## config.mk

```make
export PLATFORM = sky130hd
export DESIGN_NAME = reset_seq_ctrl
export DESIGN_NICKNAME = d
export VERILOG_FILES = /design/src/rtl/reset_seq_ctrl.sv
export SDC_FILE = /design/constraint.sdc
export NUM_CORES = 1
export LEC_CHECK = 0
export ABC_AREA = 1
export ABC_CLOCK_PERIOD_IN_PS = 4900
export BUFFER_PORTS_ARGS = -buffer_cell sky130_fd_sc_hd__buf_2
export CORE_MARGIN = 2
export CORE_UTILIZATION = 45
export CTS_CLUSTER_SIZE = 28
export DETAILED_ROUTE_END_ITERATION = 16
export GPL_ROUTABILITY_DRIVEN = 0
export PLACE_DENSITY_LB_ADDON = 0.08
export SETUP_SLACK_MARGIN = 0.5
export SYNTH_ARGS = -nofsm -noshare
export SYNTH_HDL_FRONTEND = slang
export SYNTH_SLANG_ARGS = --single-unit
```

## constraint.sdc

```tcl
create_clock -name clk -period 4.9 [get_ports clk]
set_clock_uncertainty 0.2 [all_clocks]
set_input_delay 0.98 -clock clk [delete_from_list [all_inputs] [get_ports clk]]
set_output_delay 0.98 -clock clk [all_outputs]
set_load 0.01 [all_outputs]
```

## src/rtl/reset_seq_ctrl.sv

```systemverilog
// Reset-release sequencer: asserts NUM_OUT downstream resets on system
// reset, synchronises deassertion to clk, then releases them in order.
//
// Ports:
//   clk        in   system clock, rising edge
//   reset      in   asynchronous active-low system reset
//   sw_rst_req in   1-cycle request to re-assert all outputs and re-sequence
//   hold       in   freezes the gap counter while high
//   rst_out_n  out  active-low downstream resets, thermometer from bit 0
//   seq_done   out  high once every rst_out_n bit is released
//   stage      out  number of outputs released so far
module reset_seq_ctrl #(
  parameter int NUM_OUT     = 4,
  parameter int SYNC_STAGES = 2,
  parameter int GAP_CYCLES  = 8,
  parameter int CNT_W       = 8
) (
  input  logic               clk,
  input  logic               reset,
  input  logic               sw_rst_req,
  input  logic               hold,
  output logic [NUM_OUT-1:0] rst_out_n,
  output logic               seq_done,
  output logic [3:0]         stage
);

  localparam logic [1:0] S_SYNC = 2'd0;
  localparam logic [1:0] S_REL  = 2'd1;
  localparam logic [1:0] S_DONE = 2'd2;

  localparam logic [CNT_W-1:0] GAP_M1 = CNT_W'(GAP_CYCLES - 1);
  localparam logic [3:0]       LAST   = 4'(NUM_OUT - 1);

  logic [1:0]             state_q, state_d;
  logic [SYNC_STAGES-1:0] sync_q, sync_d;
  logic [CNT_W-1:0]       cnt_q, cnt_d;
  logic [NUM_OUT-1:0]     rst_q, rst_d;
  logic [3:0]             stage_q, stage_d;
  logic                   done_q, done_d;

  always_comb begin
    state_d = state_q;
    sync_d  = sync_q;
    cnt_d   = cnt_q;
    rst_d   = rst_q;
    stage_d = stage_q;
    done_d  = done_q;
    unique case (state_q)
      S_SYNC: begin
        sync_d = {sync_q[SYNC_STAGES-2:0], 1'b1};
        // Leave on the edge the chain output becomes 1.
        if (|sync_q[SYNC_STAGES-1:SYNC_STAGES-2]) begin
          state_d = S_REL;
          cnt_d   = '0;
        end
      end
      S_REL, S_DONE: begin
        if (sw_rst_req) begin
          state_d = S_REL;
          cnt_d   = '0;
          rst_d   = '0;
          stage_d = '0;
          done_d  = 1'b0;
        end else if (state_q == S_REL && !hold) begin
          if (cnt_q == GAP_M1) begin
            cnt_d   = '0;
            rst_d   = (rst_q << 1) | NUM_OUT'(1);
            stage_d = stage_q + 4'd1;
            if (stage_q == LAST) begin
              done_d  = 1'b1;
              state_d = S_DONE;
            end
          end else begin
            cnt_d = cnt_q + CNT_W'(1);
          end
        end
      end
      default: begin
        state_d = S_SYNC;
      end
    endcase
  end

  always_ff @(posedge clk or negedge reset) begin
    if (!reset) begin
      state_q <= S_SYNC;
      sync_q  <= '0;
      cnt_q   <= '0;
      rst_q   <= '0;
      stage_q <= '0;
      done_q  <= 1'b0;
    end else begin
      state_q <= state_d;
      sync_q  <= sync_d;
      cnt_q   <= cnt_d;
      rst_q   <= rst_d;
      stage_q <= stage_d;
      done_q  <= done_d;
    end
  end

  assign rst_out_n = rst_q;
  assign seq_done  = done_q;
  assign stage     = stage_q;

endmodule

```

Yosys cells after proc, flatten, opt, wreduce, memory -nomap -nowiden
Cells that the tools add are included.
{"block": "word_totals", "wordCells": 50, "regBits": 21, "input_bits": 4, "out_inout_bits": 9}
{"block": "classes", "n_addsub": 2, "eq_ne": 8, "reduce_logical": 13, "muxes": 21}
{"op": "2-to-1 mux 8 bit", "count": 4}
{"op": "2-to-1 mux 4 bit", "count": 6}
{"op": "case mux 8 bit (2 select lines)", "count": 1}
{"op": "2-to-1 mux 2 bit", "count": 5}
{"op": "inequality test 3 bit (second input constant)", "count": 3}
{"op": "adder 8 x 1 -> 8 bit (second input constant)", "count": 1}
{"op": "== test 8 x 3 -> 1 bit (second input constant)", "count": 1}
{"op": "AND reduction 4 bit", "count": 2}
{"op": "nonzero test 2 bit", "count": 4}
{"op": "AND reduction 3 bit", "count": 2}
{"op": "adder 4 x 1 -> 4 bit (second input constant)", "count": 1}
{"op": "== test 4 x 2 -> 1 bit (second input constant)", "count": 1}
{"op": "2-to-1 mux 1 bit", "count": 4}
{"op": "case mux 2 bit (2 select lines)", "count": 1}
{"op": "OR reduction 2 bit", "count": 2}
{"op": "== test 2 x 1 -> 1 bit (second input constant)", "count": 1}
{"op": "== test 2 bit (second input constant)", "count": 1}
{"op": "logical NOT 2 bit", "count": 1}
{"op": "inequality test 2 bit (second input constant)", "count": 1}
{"op": "logical AND 1 bit", "count": 1}
{"op": "logical NOT 1 bit", "count": 1}

Longest topological paths before layout
{"block": "depth", "ltp_word": 6, "mapped_depth": 10, "depth_no_buf": 10}

Worst setup path before layout
Ideal clock, no wire load.
{"block": "synth_path", "path_type": "input to register", "start": "in sw_rst_req", "end": "reg cnt_q[5]", "slack_ps": 3025, "path_stages": 7, "n_path_buf": 1, "arrival_ps": 1556, "t_required_ps": 4581, "setup_ps": 119, "path_cell_list": "inv_2 -> nand2_1 -> nor2_1 -> nor2_2 -> buf_6 -> a21oi_1 -> nor2_1"}
{"block": "synth_via", "elab_chain_len": 2, "word_cells_on_any_way": 4, "cone_classes": "1 x eq/ne; 2 x mux; 1 x reduce/logical"}
{"element": "from (decl)", "line_no": "20", "text": "input logic sw_rst_req,"}
{"element": "inequality test 3 bit (no source line) or 2-to-1 mux 8 bit (tied branches)"}
{"element": "AND reduction 3 bit (no source line) or case mux 8 bit (2 select lines) (tied branches)"}
{"element": "to (signal assigned)", "line_no": "95", "text": "cnt_q <= cnt_d;"}
{"element": "to (decl)", "line_no": "36", "text": "logic [CNT_W-1:0] cnt_q, cnt_d;"}
Several ways; a longest one is shown, not always the timed one.
A chain may end at the register's enable or synchronous reset.

Worst setup path in the final report
{"block": "layout_path", "start": "reg stage_q[0] (netlist: stage[0])", "end": "out stage[0]"}
{"element": "from (decl)", "line_no": "38", "text": "logic [3:0] stage_q, stage_d;"}
{"element": "from (signal assigned)", "line_no": "97", "text": "stage_q <= stage_d;"}
{"element": "to (decl)", "line_no": "24", "text": "output logic [3:0] stage"}
No word-level cell between the ends.

==> summary.txt <==
Clocking
  – Hold buffer count at CTS: 0
  – Clock root cell: clkbuf_4
  – H-tree depth: 1
  – Worst-path clk slew: 0.12 ns
  – CTS tree: built
  – TritonCTS buffer count: 3
  – Post-CTS Setup Inserts: 0
  – Number of gates resized after cts: 0
  – Clk buf depth: 2
  – Clk_lat worst skew: 0.31 ns
  – Clk sink count: 21

Critical path
  – CP max stage cell: dfrtp_1
  – Reg2Reg Launch Point: state_q[0]
  – Critical Path, Cell by Cell: buf_2
  – Max incr delay on CP: 0.44 ns
  – Delay-heaviest family, CP: flip-flops
  – Crit path capture type: output pin
  – Crit start category: flop
  – Data arrival, critical path: 0.90 ns
  – CP startpoint: stage[0]
  – WP data required: 3.72 ns
  – Worst Path Max Fanout: 5
  – Worst path buffer plus inverter count: 1
  – Worst Setup Path Type: reg2out

Routing
  – WL/cell: 11.0 µm
  – Overall routed net length: 2160 µm
  – Initial DRC count: 4
  – DRC: 0
  – Vias: 960
  – Vias per cell: 4.87
  – ANT nets after route: 0
  – Detailed Routing Iterations Pass 1: 4

Cells and area
  – Area of the multi-input gates: 551 µm²
  – Most frequent cells in the layout: nand2_1, dfrtp_1, nand3_1, inv_1, nor2_1
  – Fin nets: 177
  – Layout cell share with drive strength beyond 1: 15.0%
  – Commonest non-fill, non-tap cell in the layout: nand2_1
  – Fillcell total: 230
  – Reg area: 526 µm²
  – Number of diodes: 0
  – P&R area growth vs syn: 9.68%
  – Fin area: 1280 µm²
  – Final core area utilization: 52.0%

Flow run
  – Max-cap viol count: 0

Min path
  – HP Class: reg2reg
  – Hold_sp: seq_done

STA
  – Worst slew pin tran: 0.471 ns
  – RSZ-0062 raised after global routing: no
  – Fmax: 482 MHz
  – Normalized max-slew margin: 68.6%
  – Setup_tns: 0 ns
  – Hold Slack: 0.283 ns
  – Final setup viols: 0
  – Final Hold Fails: 0
  – Final period util: 42.4%
  – Final Critical Period: 2.08 ns
  – Max Slew Vio Count: 0

Floorplan
  – Die outline height: 54.9 µm
  – Die Wd: 54.9 µm
  – Total Die Area: 3010 µm²
  – Starting Density: 47.4%
  – # rows: 18
  – Area of the core: 2450 µm²
  – Ports: 13

Pwr
  – Power Total: 0.441 mW
  – Leak: 0.676 nW
  – Power Density: 346 nW/µm²
  – Peak supply drop: 234 µV

Placement
  – Post-DP Area: 1250 µm²
  – HPWL Detailed: 1680 µm
  – IO buf count: 12

Yosys
  – Ys Warns: 0
  – Dominant cells by area after synthesis: dfrtp_1, nand2_1, nand3_1
  – Syn Nets: 161
  – Cell Area, Synth: 1160 µm²
  – Yosys top cell by area: dfrtp_1
  – Seq cells post-synth: 21
  – Synth top area share: 45.2%
  – Syn avg cell area: 7.66 µm²
  – Gate Count Post-Synth: 152
  – Post-synthesis sequential area ratio: 45.2%
  – Library cells used by synthesis: 20

Global routing
  – Antenna violations before repair: 0
  – First-pass GRT wire length: 3730 µm
  – Total grt overflow: 0
  – Vias in the first global route: 882
  – Largest net degree at the start of global routing: 22
  – Total GRT Usage: 17.3%

Status
  – Status: finished clean
[flip-flops by register name (all words and copies together) (netlist names)]
name       cells
state_q        2
seq_done       1
stage          4
rst_out_n      4
cnt_q          8
sync_q         2
[path summary, 6_finish.rpt]
path	to	slack, ns	cells after the start
worst min register to register	seq_done	0.28	2
max in group asynchronous	cnt_q[2]	3.76	1
worst max-delay path	stage[0]	2.82	1
min in group asynchronous	rst_out_n[2]	0.41	1
worst min-delay path	seq_done	0.28	2
worst max register to register	cnt_q[7]	2.85	9
[cell type report]
class                   count  share of cell area (%)
repair buffers             12                    4.71
well taps                  30                    2.94
clock buffers               4                    2.06
multi-input cells         110                    43.1
inverters                  20                    5.98
flip-flops and latches     21                    41.2
[Yosys cell counts]
cell type and number:
xor2_1 2, dfrtp_1 21, a21oi_2 1, nand2_2 2, nor2_2 3, and2_4 1
nand4_1 3, nor3_1 1, clkinv_2 1, inv_2 1, buf_6 1, a21oi_1 5
ha_1 5, nand2_1 40, nand3_1 19, inv_1 18, nor2_1 16, nand3_2 1
o21bai_1 1, o21ai_0 10
[per-layer routing]
metal  track usage (%)  vias up  share of wire (%)
met5                 0        -                  0
met4              7.50        0                1.6
met3              2.46        4                2.3
met2              27.8       11                 47
met1              22.8      427                 49
li1                  -      518                  -
[cells by family (layout without fill, tap and decap cells)]
family | count (synthesis) | after routing | share of synthesized area [%]
compound gates | 17 | 17 | 7.85
xor+xnor | 2 | 2 | 1.51
fa+ha+maj | 5 | 5 | 5.38
buf+inv | 21 | 36 | 7.53
flops | 21 | 21 | 45.2
simple gates | 86 | 86 | 32.6
[stage by stage]
stage / setup WS (ns) / instances
floorplan: 3.02 / 152
global placement: 2.63 / 193
detailed placement: 2.56 / 193
CTS: 2.80 / 197
global route: 2.66 / 197
finish: 2.82 / 197
[report_power, final]
part | internal [mW] | total, mW | switching (mW)
registers | 0.189 | 0.202 | 0.0132
clock network | 0.0318 | 0.0842 | 0.0524
logic | 0.0500 | 0.155 | 0.105
total | 0.271 | 0.441 | 0.171
(Power assumes the default switching activity.)
